File: src/rtl/servo_move_arbiter_pkg.sv
// Shared types and constants for the servo move arbiter and the PWM/register path.
package servo_pkg;

    localparam int DUTY_W = 10;

    localparam int DFLT_NEUTRAL_DUTY = 45;
    localparam int DFLT_MIN_DUTY     = 20;
    localparam int DFLT_MAX_DUTY     = 70;

    typedef enum logic [1:0] {
        S_IDLE   = 2'd0,
        S_MOVE   = 2'd1,
        S_SETTLE = 2'd2
    } servo_state_e;

    function automatic logic [DUTY_W-1:0] clamp_duty(
        input logic [DUTY_W-1:0] d,
        input logic [DUTY_W-1:0] lo,
        input logic [DUTY_W-1:0] hi
    );
        if (d < lo)      return lo;
        else if (d > hi) return hi;
        else             return d;
    endfunction

endpackage

File: src/rtl/servo_move_arbiter_if.sv
// Requester-side bundle of the servo move arbiter: level requests in, grant/done/duty out.
interface servo_move_arbiter_if
    import servo_pkg::*;
#(
    parameter int NUM_REQ = 2
);
    // Handshake: req[i] is a level request; it is accepted on the edge that raises
    // grant[i]; grant[i] stays high until the edge after done[i] pulses.
    logic [NUM_REQ-1:0]        req;
    logic [DUTY_W*NUM_REQ-1:0] req_duty;
    logic [NUM_REQ-1:0]        req_latch;
    logic [NUM_REQ-1:0]        grant;
    logic [NUM_REQ-1:0]        done;
    logic [DUTY_W-1:0]         duty_cycle;
    logic                      busy;
    logic [1:0]                state_dbg;

    modport master (
        output req, req_duty, req_latch,
        input  grant, done, duty_cycle, busy, state_dbg
    );

    modport slave (
        input  req, req_duty, req_latch,
        output grant, done, duty_cycle, busy, state_dbg
    );

endinterface

File: src/rtl/servo_move_arbiter_rr_arbiter.sv
// Round-robin pick: first active request at or after ptr, wrapping modulo N.
module rr_arbiter #(
    parameter int N  = 2,
    parameter int PW = (N > 1) ? $clog2(N) : 1
) (
    input  logic [N-1:0]  req,
    input  logic [PW-1:0] ptr,
    input  logic          en,
    output logic [N-1:0]  gnt,
    output logic [PW-1:0] gnt_idx
);

    logic          found;
    logic [PW-1:0] cand;

    always_comb begin
        gnt     = '0;
        gnt_idx = '0;
        found   = 1'b0;
        cand    = '0;
        for (int k = 0; k < N; k++) begin
            cand = PW'((int'(ptr) + k) % N);
            if (en && !found && req[cand]) begin
                found        = 1'b1;
                gnt[cand]    = 1'b1;
                gnt_idx      = cand;
            end
        end
    end

endmodule

File: src/rtl/servo_move_arbiter.sv
// Single owner of the servo duty command: grants one requester at a time, holds its
// clamped duty (timed or latched), then settles at neutral before the next grant.
module servo_move_arbiter
    import servo_pkg::*;
#(
    parameter int NUM_REQ       = 2,
    parameter int HOLD_CYCLES   = 80000000,
    parameter int SETTLE_CYCLES = 12500000,
    parameter int NEUTRAL_DUTY  = DFLT_NEUTRAL_DUTY,
    parameter int MIN_DUTY      = DFLT_MIN_DUTY,
    parameter int MAX_DUTY      = DFLT_MAX_DUTY
) (
    input  logic                 clk25mhz,
    input  logic                 reset,
    servo_move_arbiter_if.slave  bus
);

    localparam int MAX_CNT = (HOLD_CYCLES > SETTLE_CYCLES) ? HOLD_CYCLES : SETTLE_CYCLES;
    localparam int CW      = $clog2(MAX_CNT + 1);
    localparam int PW      = (NUM_REQ > 1) ? $clog2(NUM_REQ) : 1;

    localparam logic [CW-1:0] HOLD_LAST   = CW'(HOLD_CYCLES - 1);
    localparam logic [CW-1:0] SETTLE_LAST = CW'(SETTLE_CYCLES - 1);
    // done is registered, so it is armed one cycle before the last settle cycle.
    localparam logic [CW-1:0] SETTLE_PEN  = CW'((SETTLE_CYCLES >= 2) ? SETTLE_CYCLES - 2 : 0);
    localparam bit            SETTLE_ONE  = (SETTLE_CYCLES == 1);

    localparam logic [DUTY_W-1:0] NEUTRAL = DUTY_W'(NEUTRAL_DUTY);
    localparam logic [DUTY_W-1:0] LO      = DUTY_W'(MIN_DUTY);
    localparam logic [DUTY_W-1:0] HI      = DUTY_W'(MAX_DUTY);

    servo_state_e         state;
    logic [CW-1:0]        cnt;
    logic [PW-1:0]        ptr;
    logic [PW-1:0]        owner;
    logic                 latch_q;
    logic [NUM_REQ-1:0]   grant_q;
    logic [NUM_REQ-1:0]   done_q;
    logic [DUTY_W-1:0]    duty_q;

    logic [NUM_REQ-1:0]   arb_gnt;
    logic [PW-1:0]        arb_idx;

    rr_arbiter #(
        .N  (NUM_REQ),
        .PW (PW)
    ) u_arb (
        .req     (bus.req),
        .ptr     (ptr),
        .en      (state == S_IDLE),
        .gnt     (arb_gnt),
        .gnt_idx (arb_idx)
    );

    always_ff @(posedge clk25mhz or negedge reset) begin
        if (!reset) begin
            state   <= S_IDLE;
            cnt     <= '0;
            ptr     <= '0;
            owner   <= '0;
            latch_q <= 1'b0;
            grant_q <= '0;
            done_q  <= '0;
            duty_q  <= NEUTRAL;
        end else begin
            done_q <= '0;
            case (state)
                S_IDLE: begin
                    if (|arb_gnt) begin
                        grant_q <= arb_gnt;
                        owner   <= arb_idx;
                        latch_q <= bus.req_latch[arb_idx];
                        duty_q  <= clamp_duty(bus.req_duty[int'(arb_idx)*DUTY_W +: DUTY_W], LO, HI);
                        cnt     <= '0;
                        ptr     <= (arb_idx == PW'(NUM_REQ - 1)) ? '0 : arb_idx + 1'b1;
                        state   <= S_MOVE;
                    end
                end
                S_MOVE: begin
                    if (latch_q ? !bus.req[owner] : (cnt == HOLD_LAST)) begin
                        duty_q <= NEUTRAL;
                        cnt    <= '0;
                        state  <= S_SETTLE;
                        if (SETTLE_ONE) done_q <= grant_q;
                    end else if (!latch_q) begin
                        cnt <= cnt + 1'b1;
                    end
                end
                S_SETTLE: begin
                    if (cnt == SETTLE_LAST) begin
                        grant_q <= '0;
                        cnt     <= '0;
                        state   <= S_IDLE;
                    end else begin
                        cnt <= cnt + 1'b1;
                        if (!SETTLE_ONE && cnt == SETTLE_PEN) done_q <= grant_q;
                    end
                end
                default: state <= S_IDLE;
            endcase
        end
    end

    assign bus.grant      = grant_q;
    assign bus.done       = done_q;
    assign bus.duty_cycle = duty_q;
    assign bus.busy       = (state != S_IDLE);
    assign bus.state_dbg  = state;

endmodule

File: src/flat_wrapper.sv
// flat-port wrapper written by rule: the top's interface ports become plain ports
module servo_move_arbiter_flat import servo_pkg::*;
#(
    parameter int NUM_REQ       = 2,
    parameter int HOLD_CYCLES   = 80000000,
    parameter int SETTLE_CYCLES = 12500000,
    parameter int NEUTRAL_DUTY  = DFLT_NEUTRAL_DUTY,
    parameter int MIN_DUTY      = DFLT_MIN_DUTY,
    parameter int MAX_DUTY      = DFLT_MAX_DUTY
)
  (clk25mhz, reset, bus_req, bus_req_duty, bus_req_latch, bus_grant, bus_done, bus_duty_cycle, bus_busy, bus_state_dbg);
  servo_move_arbiter_if #(.NUM_REQ(NUM_REQ)) bus_i ();
  input  logic clk25mhz;
  input  logic reset;
  input wire logic [$bits(bus_i.req)-1:0] bus_req;
  input wire logic [$bits(bus_i.req_duty)-1:0] bus_req_duty;
  input wire logic [$bits(bus_i.req_latch)-1:0] bus_req_latch;
  output wire logic [$bits(bus_i.grant)-1:0] bus_grant;
  output wire logic [$bits(bus_i.done)-1:0] bus_done;
  output wire logic [$bits(bus_i.duty_cycle)-1:0] bus_duty_cycle;
  output wire logic [$bits(bus_i.busy)-1:0] bus_busy;
  output wire logic [$bits(bus_i.state_dbg)-1:0] bus_state_dbg;
  assign bus_i.req = bus_req;
  assign bus_i.req_duty = bus_req_duty;
  assign bus_i.req_latch = bus_req_latch;
  assign bus_grant = bus_i.grant;
  assign bus_done = bus_i.done;
  assign bus_duty_cycle = bus_i.duty_cycle;
  assign bus_busy = bus_i.busy;
  assign bus_state_dbg = bus_i.state_dbg;
  servo_move_arbiter #(.NUM_REQ(NUM_REQ), .HOLD_CYCLES(HOLD_CYCLES), .SETTLE_CYCLES(SETTLE_CYCLES), .NEUTRAL_DUTY(NEUTRAL_DUTY), .MIN_DUTY(MIN_DUTY), .MAX_DUTY(MAX_DUTY)) u_core (.clk25mhz(clk25mhz), .reset(reset), .bus(bus_i));
endmodule
File: config.mk
export PLATFORM = sky130hd
export DESIGN_NAME = servo_move_arbiter_flat
export DESIGN_NICKNAME = d
export VERILOG_FILES = /design/src/rtl/servo_move_arbiter_pkg.sv /design/src/rtl/servo_move_arbiter_if.sv /design/src/rtl/servo_move_arbiter_rr_arbiter.sv /design/src/rtl/servo_move_arbiter.sv /design/src/flat_wrapper.sv
export SDC_FILE = /design/constraint.sdc
export NUM_CORES = 1
export LEC_CHECK = 0
export CAP_MARGIN = 5
export CORE_UTILIZATION = 54
export DETAILED_ROUTE_END_ITERATION = 12
export GPL_TIMING_DRIVEN = 1
export PLACE_DENSITY = 0.8
export SYNTH_ARGS = -nofsm -noshare
export SYNTH_HDL_FRONTEND = slang
export SYNTH_SLANG_ARGS = --single-unit
File: constraint.sdc
create_clock -name clk25mhz -period 2.37 [get_ports clk25mhz]
set_input_delay 0.711 -clock clk25mhz [delete_from_list [all_inputs] [get_ports clk25mhz]]
set_output_delay 0.711 -clock clk25mhz [all_outputs]
set_load 0.01 [all_outputs]
==> out/metrics.cfg, run 1 <==
[status]
status = completed

[timing]
setup_viol = 0
drv_slew = 0
slew-limit-headroom = 0.628
tightest_slew_ns = 0.558
fmax_mhz = 431
final.min_clock_period_ns = 2.32
finalHoldViolations = 0
fin_ws_ns = 0.0495
clock_skew_ns = 0.00635
finalCritPeriodShare = 0.979

[worst_setup_path]
cp-start-kind = flip-flop
crit_path_max_fanout = 9
crit_path_start = u_core.cnt[0]$_DFFE_PN0P_
cp.arrival_ns = 2.53
cp-end-kind = flip-flop
crit_type = reg2reg
critPathBufInv = 2
cp_top_family = compound AO/OA/AOI/OAI gates
crit_chain = ha_1, and4_2, and3_1, a31o_2, a21boi_4, buf_12, nand2_1, buf_4, o21ai_0
rrSetupSlack_ns = 0.05
worstPathRequired_ns = 2.58
max_stage_delay_ns = 0.45
crit_path_top_delay_cell = dfrtp_2
regToRegStartpoint = u_core.cnt[0]$_DFFE_PN0P_

[global_routing]
grt_overflow_total = 0
grt_start_max_net_pins = 25
antenna_found_initial = 0
grt_pass1_vias = 2548
grt_pass1_wl_um = 11600
grtUsageTotal = 0.282

[final_layout]
area_delta_synth_final_pct = 34.5
drive_above_1_share = 0.193
nNetsFinal = 409
final_core_util = 0.770
n_antenna_cell = 0
nFillCells = 334

[synth]
synth_top_area_frac = 0.381
synth_commonest_cells = dfrtp_1 (42), nand2_1 (36), nor2_1 (24), a22o_1 (18), nand3_1 (16)
synth-async-reset-ratio = 1.00
synth_top_cell_by_area = dfrtp_1
synth.area.top_cells = dfrtp_1 (38%), a22o_1 (5.7%), nand2_1 (4.9%), a21o_1 (4.1%), dfstp_2 (3.8%)
ys_ff_latch = 46
synth-warning-count = 0
yosysMostFrequentCell = dfrtp_1
syn_area_per_cell_sq_um = 9.20
syn_nets = 332
synth-main-ff-cell = dfrtp_1
synth_cells = 300
ys_seq_area_frac = 0.419
synth_cell_types = 45
synth_area_sq_mm = 0.00276
synth_edf_count = 0

[detailed_routing]
wl_um = 7480
viasPerCell = 5.94
drt_iter0_drc = 139
vias = 2643
dr.pass1.iters = 5
drt-wirelength-per-cell_um = 16.8
antenna_left = 0
drc_errors = 0

[clock_network]
clkTransAtPathRegs_ns = 0.09
cts_max_level = 2
cts_sinks = 46
clockBufferDepth = 2
cts-root-buf = clkbuf_8
cts_tree = done
clk_latency_ns = 0.30
cts_made_buffers = 5

[place]
gp_congestion = 0.862
io_buffers = 42
post-place-ws_ns = -0.325
dpl.hpwl_um = 5210

[hold_path]
hold_class = in2async

[die]
io_pins = 43
initial_core_util = 0.573
dieWidth_um = 73.5
rows = 25
fp.dieH_um = 73.5
core_sq_mm = 0.00482
die-area_sq_mm = 0.00540

[run]
maxCapViolCount = 0

[pwr]
total_power_uw = 3780
power_leakage_uw = 0.00172
vdd_ir_drop_max_mv = 0.595
power_density_mw_per_mm2 = 1020

-- cell type report --
type	instances	area [sq um]	area share
multi-input combinational	232	1540	0.415
sequential	46	1160	0.312
timing repair buffer	80	773	0.208
tap	67	83.8	0.0226
clock buffer	6	72.6	0.0196
inverter	12	45.0	0.0121
clock inverter	2	37.5	0.0101
-- what timing repair did --
| item | 4_1_cts | 5_1_grt |
|---|---|---|
| setup endpoints to repair | 7 | 29 |
| resized for setup | 5 | 7 |
| gates cloned | 0 | 1 |
| setup buffers | 0 | 7 |
| hold buffers | 0 | 0 |
| pin swaps | 0 | 1 |
-- final timing paths --
path                                                         to  cells past startpoint
min in group clk25mhz      u_core.bus.duty_cycle[4]$_DFFE_PN0P_                      2
setup / recovery                      u_core.cnt[0]$_DFFE_PN0P_                      9
hold / removal                           u_core.ptr$_DFFE_PN0P_                      1
max in group asynchronous             u_core.cnt[0]$_DFFE_PN0P_                      2
setup reg to reg                      u_core.cnt[0]$_DFFE_PN0P_                      9
hold reg to reg            u_core.bus.duty_cycle[4]$_DFFE_PN0P_                      2
-- per-layer routing --
layer  track usage  share of wire  up-vias
met4         0.107          0.017        0
met2         0.484           0.50       96
met5             0              0        -
met3        0.0617          0.058       12
li1              -              -     1261
met1         0.346           0.43     1274
-- sequential cells by signal, indices dropped and copies added (netlist names) --
| register | cells |
|---|---|
| u_core.cnt | 27 |
| u_core.bus.duty_cycle | 10 |
| u_core.bus.done | 2 |
| u_core.bus.grant | 2 |
| u_core.bus.state_dbg | 2 |
| u_core.latch_q | 1 |
| u_core.owner | 1 |
| u_core.ptr | 1 |
-- cells by family (layout without fill, tap and decap cells) --
family | count (synthesis) | after routing | share of synthesized area
fa+ha+maj | 6 | 6 | 0.0272
buf+inv | 22 | 100 | 0.0372
compound gates | 78 | 78 | 0.209
flops | 46 | 46 | 0.419
simple gates | 135 | 135 | 0.257
mux | 13 | 13 | 0.0503
-- cells in the final DEF, fill, tap and decap left out, types with 7 or more instances in the layout --
cell,instances
nand2_1,36
a22o_1,18
a21oi_1,14
nor2_1,24
dfrtp_1,41
a21o_1,15
and3_1,10
and2_1,7
buf_4,33
clkdlybuf4s50_1,39
inv_1,12
o21ai_0,10
nand4_1,7
nand3_1,16
-- stage by stage --
step,hold WS [ns],std cells,cell area (sq um),setup TNS (ns)
2_1_floorplan,0.415,300,2760,0
3_3_place_gp,0.471,429,3460,-6.92
3_5_place_dp,0.474,429,3460,-9.60
4_1_cts,0.403,437,3600,-0.000109
5_1_grt,0.424,445,3710,-0.0482
6_report,0.383,445,3710,0
-- report_power, final --
part | switching (uW) | internal (uW) | leakage (uW)
logic | 1030 | 1140 | 0.00106
clock network | 272 | 315 | 0.0000514
registers | 98.7 | 927 | 0.000609
(Power assumes the default switching activity.)
==> inputs of run 2 (changes only) <==
--- a/config.mk
+++ b/config.mk
@@ -6,6 +6,7 @@
 export NUM_CORES = 1
 export LEC_CHECK = 0
 export CAP_MARGIN = 5
+export CORE_MARGIN = 2
 export CORE_UTILIZATION = 54
 export DETAILED_ROUTE_END_ITERATION = 12
 export GPL_TIMING_DRIVEN = 1
==> out/metrics.cfg, run 2 (synthesis results as in run 1) <==
[worst_setup_path]
crit_chain = inv_1, ha_4, inv_1, clkdlybuf4s50_1
worstPathRequired_ns = 1.66  ; -0.92 ns
max_stage_delay_ns = 0.52  ; +0.07 ns
crit_path_max_fanout = 8  ; -1
crit_type = reg2out
cp-start-kind = flip-flop
cp_top_family = buffers and inverters
cp-end-kind = output pin
crit_path_top_delay_cell = clkdlybuf4s50_1
cp.arrival_ns = 1.60  ; -0.93 ns
cpMostUsedCell = inv_1
critPathBufInv = 3  ; +1

[final_layout]
drive_above_1_share = 0.180  ; -0.0135
mostFrequentLayoutCell = dfrtp_1
largest_reg_flops = 27  ; unchanged
design_area_sq_mm = 0.00364  ; -2.0%
area_delta_synth_final_pct = 31.8
final_cell_mix = dfrtp_1 (42), clkdlybuf4s50_1 (40), nand2_1 (36), buf_4 (29), nor2_1 (24)
n_antenna_cell = 0  ; unchanged
nNetsFinal = 404  ; -1.2%
largest-register = u_core.cnt

[place]
dpl.hpwl_um = 5500  ; +5.4%
io_buffers = 42  ; unchanged
placed_cell_area_sq_mm = 0.00349  ; +0.69%
post-place-ws_ns = -0.326  ; -0.00128 ns
gp_congestion = 0.900  ; +4.4%

[detailed_routing]
drc_errors = 0  ; unchanged
drt_iter0_drc = 156  ; +12%
dr.pass1.iters = 4  ; -1
viasPerCell = 5.95  ; +0.11%
vias = 2634  ; -0.34%
antenna_left = 0  ; unchanged
wl_um = 7460  ; -0.16%
drt-wirelength-per-cell_um = 16.8  ; +0.29%

[timing]
worst_hold_slack_ns = 0.408  ; +0.0254 ns
finalHoldViolations = 0  ; unchanged
setup_viol = 0  ; unchanged
tightest_slew_ns = 0.604  ; +0.0464 ns
final.min_clock_period_ns = 2.31  ; -0.00883 ns
clock_skew_ns = 0.0103  ; +0.00393 ns
slew-limit-headroom = 0.597  ; -0.0310
fin_ws_ns = 0.0583  ; +0.00883 ns
drv_slew = 0  ; unchanged
fmax_mhz = 433  ; +0.38%
finalCritPeriodShare = 0.975  ; -0.00372

[status]
status = completed

[global_routing]
grt_overflow_total = 0  ; unchanged
antenna_found_initial = 0  ; unchanged
grt_pass1_wl_um = 11800  ; +1.4%
grt_start_max_net_pins = 25  ; unchanged
grtUsageTotal = 0.274  ; -0.00777
grt_pass1_vias = 2590  ; +1.6%

[clock_network]
cts_sinks = 46  ; unchanged
clk_latency_ns = 0.31  ; about the same
cts-root-buf = clkbuf_8
cts_max_level = 2  ; unchanged
clkTransAtPathRegs_ns = 0.09  ; about the same
cts_tree = done
clockBufferDepth = 2  ; unchanged
cts_made_buffers = 5  ; unchanged

[die]
io_pins = 43  ; unchanged
die-area_sq_mm = 0.00570  ; +5.5%
fp.dieH_um = 75.5  ; +2.7%
core_sq_mm = 0.00501  ; +4.0%
rows = 26  ; +4.0%
dieWidth_um = 75.5  ; +2.7%
initial_core_util = 0.551  ; -0.0220

[pwr]
power_density_mw_per_mm2 = 975  ; -4.4%
power_leakage_uw = 0.00166  ; -3.2%
vdd_ir_drop_max_mv = 0.466  ; -22%

[run]
maxCapViolCount = 0  ; unchanged

[hold_path]
hold_class = in2async

-- run 2: changes by cell type in the layout (fill, tap and decap cells not counted), sizes merged --
| cell | before | now |
|---|---|---|
| clkinv | 0 | 1 |
| clkdlybuf4s50 | 39 | 40 |
| dlymetal6s2s | 2 | 1 |
| clkinvlp | 1 | 0 |
| bufinv | 1 | 0 |
| buf | 38 | 34 |
-- run 2: final timing paths --
path | from | to | slack [ns] | cells past startpoint
setup / recovery | u_core.bus.state_dbg[0]$_DFFE_PN0P_ | bus_busy | 0.06 | 4
hold / removal | reset | u_core.cnt[16]$_DFFE_PN0P_ | 0.41 | 1
setup reg to reg | u_core.cnt[0]$_DFFE_PN0P_ | u_core.cnt[20]$_DFFE_PN0P_ | 0.09 | 8
hold reg to reg | u_core.bus.duty_cycle[5]$_DFFE_PN1P_ | u_core.bus.duty_cycle[5]$_DFFE_PN1P_ | 0.49 | 2
max in group asynchronous | reset | u_core.cnt[15]$_DFFE_PN0P_ | 1.42 | 2
min in group clk25mhz | u_core.bus.duty_cycle[5]$_DFFE_PN1P_ | u_core.bus.duty_cycle[5]$_DFFE_PN1P_ | 0.49 | 2
-- run 2: final cells by class --
| cell class | count | area (sq um) |
|---|---|---|
| inverters | 12 | 45.0 |
| clock inverters | 1 | 5.00 |
| fillers | 395 | 1370 |
| clock buffers | 7 | 86.3 |
| repair buffers | 75 | 716 |
| multi-input cells | 232 | 1540 |
| well taps | 70 | 87.6 |
| flip-flops and latches | 46 | 1160 |
-- run 2: what timing repair did --
action,4_1_cts,5_1_grt
resized for setup,3,7
pin swaps,0,1
hold buffers,0,0
setup buffers,1,1
endpoints found under the setup margin,6,34
-- run 2: through the flow --
| stage | setup TNS, ns | instances | total power (uW) | util |
|---|---|---|---|---|
| final | 0 | 443 | 3540 | 0.726 |
| after detailed placement | -9.76 | 433 | 2950 | 0.696 |
| after global routing | -0.129 | 443 | 3760 | 0.726 |
| after CTS | 0 | 442 | 3480 | 0.720 |
| after floorplan | 0 | 300 | 2100 | - |
| after global placement | -6.97 | 433 | 2870 | 0.696 |
-- run 2: layer usage --
layer  vias to the layer above  GRT usage  wire (um)
met2                       122      0.471       3680
met4                         0      0.103        174
met3                        17     0.0503        538
met1                      1247      0.344       3070
met5                         -          0          0
li1                       1248          -          -
-- run 2: report_power, final --
group          internal, uW  switching, uW
sequential              927            105
combinational          1020            995
clock                   236            266
==> inputs of run 3 (changes only) <==
--- a/config.mk
+++ b/config.mk
@@ -6,11 +6,12 @@
 export NUM_CORES = 1
 export LEC_CHECK = 0
 export CAP_MARGIN = 5
-export CORE_MARGIN = 2
-export CORE_UTILIZATION = 54
+export CORE_MARGIN = 1.5
+export CORE_UTILIZATION = 55
 export DETAILED_ROUTE_END_ITERATION = 12
 export GPL_TIMING_DRIVEN = 1
 export PLACE_DENSITY = 0.8
 export SYNTH_ARGS = -nofsm -noshare
 export SYNTH_HDL_FRONTEND = slang
+export SYNTH_HIERARCHICAL = 1
 export SYNTH_SLANG_ARGS = --single-unit
==> out/metrics.cfg, run 3 <==
[final_layout]
nNetsFinal = 469  ; +16%
final_cell_mix = buf_4 (60), nand2_1 (45), dfrtp_1 (42), clkdlybuf4s50_1 (38), o211ai_1 (30)
area_delta_synth_final_pct = 42.3
design_area_sq_mm = 0.00428  ; +18%
mostFrequentLayoutCell = buf_4
n_antenna_cell = 0  ; unchanged
largest_reg_flops = 27  ; unchanged
drive_above_1_share = 0.292  ; +0.112
largest-register = u_core/cnt
nFillCells = 281  ; -29%
final_core_util = 0.827  ; +0.101

[die]
fp.dieH_um = 76.9  ; +1.9%
io_pins = 43  ; unchanged
initial_core_util = 0.581  ; +0.0298
rows = 26  ; unchanged
dieWidth_um = 76.9  ; +1.9%
core_sq_mm = 0.00517  ; +3.2%
die-area_sq_mm = 0.00591  ; +3.8%

[place]
placed_cell_area_sq_mm = 0.00387  ; +11%
dpl.hpwl_um = 6080  ; +11%
gp_congestion = 0.853  ; -5.2%
io_buffers = 42  ; unchanged

[clock_network]
clk_latency_ns = 0.31  ; about the same
cts_sinks = 46  ; unchanged
cts_max_level = 2  ; unchanged
cts-root-buf = clkbuf_8
clkTransAtPathRegs_ns = 0.09  ; about the same
cts_tree = done
cts_made_buffers = 5  ; unchanged
clockBufferDepth = 2  ; unchanged
holdBufCountCts = 0  ; unchanged

[global_routing]
grt_overflow_total = 0  ; unchanged
grtUsageTotal = 0.326  ; +0.0516
grt_pass1_vias = 3144  ; +21%
grt_start_max_net_pins = 32  ; +28%
grt_pass1_wl_um = 15400  ; +30%
antenna_found_initial = 0  ; unchanged

[timing]
fin_ws_ns = -0.000580  ; -0.0589 ns
drv_slew = 0  ; unchanged
finalCritPeriodShare = 1.00  ; +0.0249
finalHoldViolations = 0  ; unchanged
final.min_clock_period_ns = 2.37  ; +0.0589 ns
tightest_slew_ns = 0.663  ; +0.0588 ns
fmax_mhz = 422  ; -2.5%
setup_viol = 2  ; +2
slew-limit-headroom = 0.554  ; -0.0433
clock_skew_ns = 0.00930  ; -0.000977 ns

[synth]
synth_top_cell_by_area = dfrtp_1
yosysMostFrequentCell = nand2_1
synth_cell_types = 46  ; +2.2%
synth_edf_count = 0  ; unchanged
synth-main-ff-cell = dfrtp_1
synth_commonest_cells = nand2_1 (46), dfrtp_1 (42), o211ai_1 (30), nor2_1 (18), o21ai_0 (16)
ys_ff_latch = 46  ; unchanged
synth_cells = 340  ; +13%
synth-async-reset-ratio = 1.00  ; unchanged
synth.area.top_cells = dfrtp_1 (35%), o211ai_1 (7.5%), nand2_1 (5.7%), o2111ai_1 (3.8%), mux2_2 (3.7%)
ys_seq_area_frac = 0.385  ; -0.0340
synth-warning-count = 6  ; +6
synth_top_area_frac = 0.350  ; -0.0309
syn_nets = 371  ; +12%
syn_area_per_cell_sq_um = 8.84  ; -4.0%
synth_area_sq_mm = 0.00300  ; +8.8%

[worst_setup_path]
crit_path_start = bus_req[1]
cp.arrival_ns = 2.55  ; +0.95 ns
worstPathRequired_ns = 2.55  ; +0.89 ns
regToRegStartpoint = u_core/bus.state_dbg[1]$_DFFE_PN0P_
cp-start-kind = input pin
crit_path_max_fanout = 15  ; +7
cp-end-kind = flip-flop
crit_type = in2reg

[detailed_routing]
drt-wirelength-per-cell_um = 18.6  ; +10%
dr.pass1.iters = 6  ; +2
vias = 3200  ; +21%
wl_um = 9460  ; +27%
antenna_left = 0  ; unchanged
viasPerCell = 6.29  ; +5.7%
drt_iter0_drc = 284  ; +82%
drc_errors = 0  ; unchanged

[status]
status = finished with violations
violations = setup timing

[pwr]
vdd_ir_drop_max_mv = 0.598  ; +28%
total_power_uw = 3780  ; +6.5%
power_density_mw_per_mm2 = 883  ; -9.4%
power_leakage_uw = 0.00171  ; +2.9%

[run]
maxCapViolCount = 0  ; unchanged

[hold_path]
hold_class = in2async

[run 3: changes by cell type in the layout (fill, tap and decap cells not counted), moves of 12 or more]
cell,before,now
a21oi_1,14,2
buf_4,29,60
o211ai_1,2,30
o2111ai_1,0,12
a21o_1,15,0
a22o_1,18,0
[run 3: repair_timing]
item                       in CTS  in global routing
gates cloned                    1                  0
setup endpoints to repair      28                 39
setup buffers                   6                  3
gates resized for setup        32                 20
pin swaps                       6                  7
[run 3: worst paths after layout]
check | slack [ns] | depth (start not counted) | end
max | -0.0006 | 9 | u_core/cnt[13]$_DFFE_PN0P_
min | 0.37 | 1 | u_core/bus.done[1]$_DFF_PN0_
max reg2reg | 0.06 | 12 | u_core/bus.duty_cycle[1]$_DFFE_PN0P_
min reg2reg | 0.48 | 2 | u_core/bus.duty_cycle[2]$_DFFE_PN1P_
max in group asynchronous | 1.40 | 2 | u_core/bus.duty_cycle[5]$_DFFE_PN1P_
min in group clk25mhz | 0.48 | 2 | u_core/bus.duty_cycle[2]$_DFFE_PN1P_
[run 3: area by class of cell]
cell class	instances	area (sq um)	share of cell area
Timing Repair Buffer	111	1000	0.234
Inverter	15	56.3	0.0132
Clock buffer	6	82.6	0.0193
Sequential cell	46	1160	0.270
Multi-Input combinational cell	259	1880	0.439
Clock inverter	2	12.5	0.00293
Tap cell	70	87.6	0.0205
[run 3: per-layer routing]
metal / vias to the layer above / track usage / part of all wire
met5: - / 0 / 0
met3: 19 / 0.0476 / 0.066
met1: 1539 / 0.414 / 0.40
met2: 153 / 0.567 / 0.51
met4: 0 / 0.104 / 0.020
li1: 1489 / - / -
[run 3: logic make-up after synthesis]
| group | synth area share |
|---|---|
| compound gates | 0.214 |
| fa+ha+maj | 0.0208 |
| buf+inv | 0.0491 |
| flops | 0.385 |
| mux | 0.0708 |
| simple gates | 0.260 |
[run 3: power breakdown]
part | internal [uW] | switching, uW | total (uW)
Sequential | 912 | 84.2 | 997
Combinational | 1050 | 1220 | 2270
Clock | 235 | 273 | 508
[run 3: stage by stage]
step           hold WS [ns]  cells    TNS, ns  setup slack (ns)
2_1_floorplan         0.415    340          0            0.0600
3_3_place_gp          0.459    491     -14.69            -0.514
3_5_place_dp          0.463    491     -15.85            -0.618
4_1_cts               0.388    506          0            0.0550
5_1_grt               0.414    509     -0.776           -0.0580
6_report              0.373    509  -0.000722         -0.000580
[run 3: critical path, cell delays in order]
cell,delay [ns]
dlygate4sd2_1,0.27
buf_4,0.16
mux2_4,0.27
o21a_1,0.20
o31a_1,0.18
buf_4,0.17
bufbuf_16,0.28
o211ai_1,0.19
o211ai_1,0.12
